--- src/rtl/magnitude_comparator.sv ---
// Registered unsigned/signed magnitude comparator built from an MSB-first bit-cell cascade.
// Define COMPARATOR_SIGNED_EN to compare operands as two's complement.
module magnitude_comparator #(
    parameter int WIDTH = 4
) (
    input  logic             clk,
    input  logic             rst_n,
    input  logic             in_valid,
    input  logic [WIDTH-1:0] a,
    input  logic [WIDTH-1:0] b,
    output logic             out_valid,
    output logic             x,
    output logic             y,
    output logic             z
);

`ifdef COMPARATOR_SIGNED_EN
    localparam bit MSB_INV = 1'b1;
`else
    localparam bit MSB_INV = 1'b0;
`endif

    logic gt_c;
    logic eq_c;
    logic lt_c;

    // Cascade of per-bit cells from MSB to LSB; first differing bit decides.
    always_comb begin
        gt_c = 1'b0;
        eq_c = 1'b1;
        lt_c = 1'b0;
        for (int i = WIDTH - 1; i >= 0; i--) begin
            if (!gt_c && !lt_c) begin
                if (a[i] && !b[i]) begin
                    if (MSB_INV && (i == WIDTH - 1)) begin
                        lt_c = 1'b1;
                    end else begin
                        gt_c = 1'b1;
                    end
                    eq_c = 1'b0;
                end else if (!a[i] && b[i]) begin
                    if (MSB_INV && (i == WIDTH - 1)) begin
                        gt_c = 1'b1;
                    end else begin
                        lt_c = 1'b1;
                    end
                    eq_c = 1'b0;
                end
            end
        end
    end

    // Capture the cascade result on accepted inputs; out_valid is a one-cycle pulse.
    always_ff @(posedge clk) begin
        if (!rst_n) begin
            out_valid <= 1'b0;
            x         <= 1'b0;
            y         <= 1'b0;
            z         <= 1'b0;
        end else if (in_valid) begin
            out_valid <= 1'b1;
            x         <= gt_c;
            y         <= eq_c;
            z         <= lt_c;
        end else begin
            out_valid <= 1'b0;
        end
    end

endmodule

--- config.mk ---
export PLATFORM = sky130hd
export DESIGN_NAME = magnitude_comparator
export DESIGN_NICKNAME = d
export VERILOG_FILES = /design/src/rtl/magnitude_comparator.sv
export SDC_FILE = /design/constraint.sdc
export NUM_CORES = 1
export LEC_CHECK = 0
export BUFFER_PORTS_ARGS = -buffer_cell sky130_fd_sc_hd__buf_2
export CORE_AREA = 5 5 42 44
export DETAILED_ROUTE_END_ITERATION = 16
export DIE_AREA = 0 0 47 49
export GPL_ROUTABILITY_DRIVEN = 1
export MAX_ROUTING_LAYER = met4
export PLACE_DENSITY = 0.42
export SLEW_MARGIN = 15
export SYNTH_ARGS = -nofsm -noshare
export SYNTH_HDL_FRONTEND = slang
export SYNTH_SLANG_ARGS = --single-unit
export TNS_END_PERCENT = 30
--- constraint.sdc ---
create_clock -name clk -period 1.3 [get_ports clk]
set_clock_uncertainty 0.15 [all_clocks]
set_input_delay 0.26 -clock clk [delete_from_list [all_inputs] [get_ports clk]]
set_output_delay 0.26 -clock clk [all_outputs]
set_load 0.03 [all_outputs]
==> impl_metrics.py <==
metrics = {
    "run_status": {
        "run_status": "complete, no violations",
    },
    "global_routing": {
        "grt_pass1_vias": 304,
        "grt_max_degree": 7,
        "grt_use_total_pct": 6.94,
        "grt.overflow.total": 0,
        "antenna_found_initial": 0,
        "grt_pass1_wl_um": 1170,
    },
    "die": {
        "rows": 14,
        "die_area_um2": 2300,
        "start_util_pct": 19.5,
        "num_io_pins": 15,
        "core_region_area_um2": 1400,
        "die_y_um": 49,
        "dieWidth_um": 47,
    },
    "logic_synthesis": {
        "syn_inst": 36,
        "synth_top_area_share_pct": 29.4,
        "synth_top_cell_by_area": "dfxtp_1",
        "netlist_area_um2": 273,
        "synth_nets": 49,
        "synth.ff_latch_count": 4,
        "synth_cell_type_count": 19,
        "ys_seq_area_share_pct": 29.4,
        "yosysWarnings": 0,
        "synth.top_cells.by_area": "dfxtp_1, ha_1, inv_1",
        "avgSynthCellArea_um2": 7.58,
    },
    "finish": {
        "fin_nets": 69,
        "final_cell_mix": "buf_2, inv_1, nand2_1, nor2_1, dfxtp_1",
        "fillers": 168,
        "antenna_cells": 0,
        "fin_util_pct": 28.0,
        "regArea_um2": 80.1,
        "instances_no_fill": 70,
        "layout_commonest_cell": "buf_2",
        "drive_above_1_share_pct": 37.0,
        "area_growth_pct": 44.0,
        "stdcell_area_um2": 393,
        "multiInputGateArea_um2": 178,
    },
    "routing": {
        "wire_per_inst_um": 9.34,
        "num_vias": 285,
        "dr.pass1.iters": 4,
        "postRouteWirelength_um": 654,
        "routed_via_density": 4.07,
        "antenna_left": 0,
        "drtIter0Drc": 3,
        "drcViolationCount": 0,
    },
    "clocking": {
        "ctsHoldBuffers": 0,
        "htree_levels": 1,
        "clockBufferDepth": 2,
        "cts_tree": "done",
        "ctsRootBufferMaster": "clkbuf_4",
        "cts_setup_buffers": 0,
        "cts.sinks": 4,
        "worst_skew_pair.late_latency_ns": 0.23,
        "ctsResizeCount": 0,
        "cts_buffers": 3,
        "clk_pin_slew_ns": 0.04,
    },
    "placed_design": {
        "placed_cell_area_um2": 370,
        "place_inst": 67,
        "place_congestion": 0.690,
        "io_buffers": 14,
    },
    "timing": {
        "fin_setup_tns_ns": 0,
        "rsz0062_at_grt": "no",
        "period_needed_ns": 1.16,
        "setup_violations": 0,
        "relSlewSlack_pct": 84.5,
        "max_freq_mhz": 860,
        "post-route-period-util_pct": 89.5,
        "worst_pin_slew_ns": 0.231,
        "finalHoldViolations": 0,
        "drv_slew": 0,
    },
    "power": {
        "leakage_nw": 0.193,
        "finalPower_uw": 386,
        "irDropWorstVdd_uv": 340,
        "powerDensity_nw_per_um2": 984,
    },
    "job": {
        "max_cap_violations": 0,
    },
    "critical_path": {
        "required_ns": 0.89,
        "cp.buffers_inverters": 1,
        "cp_slowest_stage_delay_ns": 0.32,
        "cp.arrival_ns": 0.75,
        "worstSetupEndpointType": "primary output",
        "crit_fanout": 2,
        "start_kind": "register",
        "critPathSlowestCell": "dfxtp_1",
        "crit_chain": "buf_2",
        "crit_type": "register to primary output",
        "r2r_slack_ns": 0.51,
        "critical-path-top-delay-family": "flip-flops",
    },
    "worst_hold_path": {
        "hp-class": "input pin to register",
    },
}
[cell families (layout without fill, tap and decap cells)]
family          after synthesis  in the layout  synth area share (%)
xor+xnor                      2              2                  6.42
compound gates               10             10                  23.9
buf+inv                       4             22                  5.50
flops                         4              4                  29.4
fa+ha+maj                     2              2                  9.17
simple gates                 14             14                  25.7
[routing by layer]
layer,share of wire [%],track usage (%),wire (µm)
met5,0,-,0
met4,0,4.15,0
met3,5.5,1.11,36
met2,48,10.4,314
met1,46,8.37,303
[where the power goes]
group          leakage [nW]  switching [mW]  total, mW  internal [mW]
logic                 0.146          0.0582      0.101         0.0423
registers            0.0331         0.00336      0.135          0.132
clock network        0.0138          0.0479      0.151          0.103
[layout make-up]
cell class	instances	share of cell area [%]
multi-input combinational	28	45.2
sequential	4	20.4
inverter	4	3.82
timing repair buffer	15	19.7
clock buffer	3	5.73
tap	16	5.10
[metrics by stage]
step                      hold slack [ns]  setup WS (ns)
after floorplan                     0.206         0.0880
after global placement              0.292         -0.116
after detailed placement            0.309        -0.0961
after CTS                           0.120          0.123
after global routing                0.143         0.0617
final                               0.127          0.137
[registers in the layout, summed over array words and instances (netlist names)]
register and cells:
out_valid 1, x 1, y 1, z 1
[final timing paths]
kind,startpoint,to,cells after the start
worst min register to register,y,y,2
worst min-delay path,in_valid,y,2
worst max-delay path,z,z,1
worst max register to register,x,x,2
[cell usage after synthesis]
cell       number
a211o_1         1
a21oi_1         2
a21oi_2         1
a41oi_1         1
and2_2          1
dfxtp_1         4
ha_1            2
inv_1           4
nand2_1         4
nand2b_1        2
nand3_1         1
nand3b_1        1
nor2_1          4
nor3b_1         1
o2111ai_1       1
o21ai_0         2
o21ai_1         2
xnor2_1         1
xor2_1          1
(Power assumes the default switching activity.)
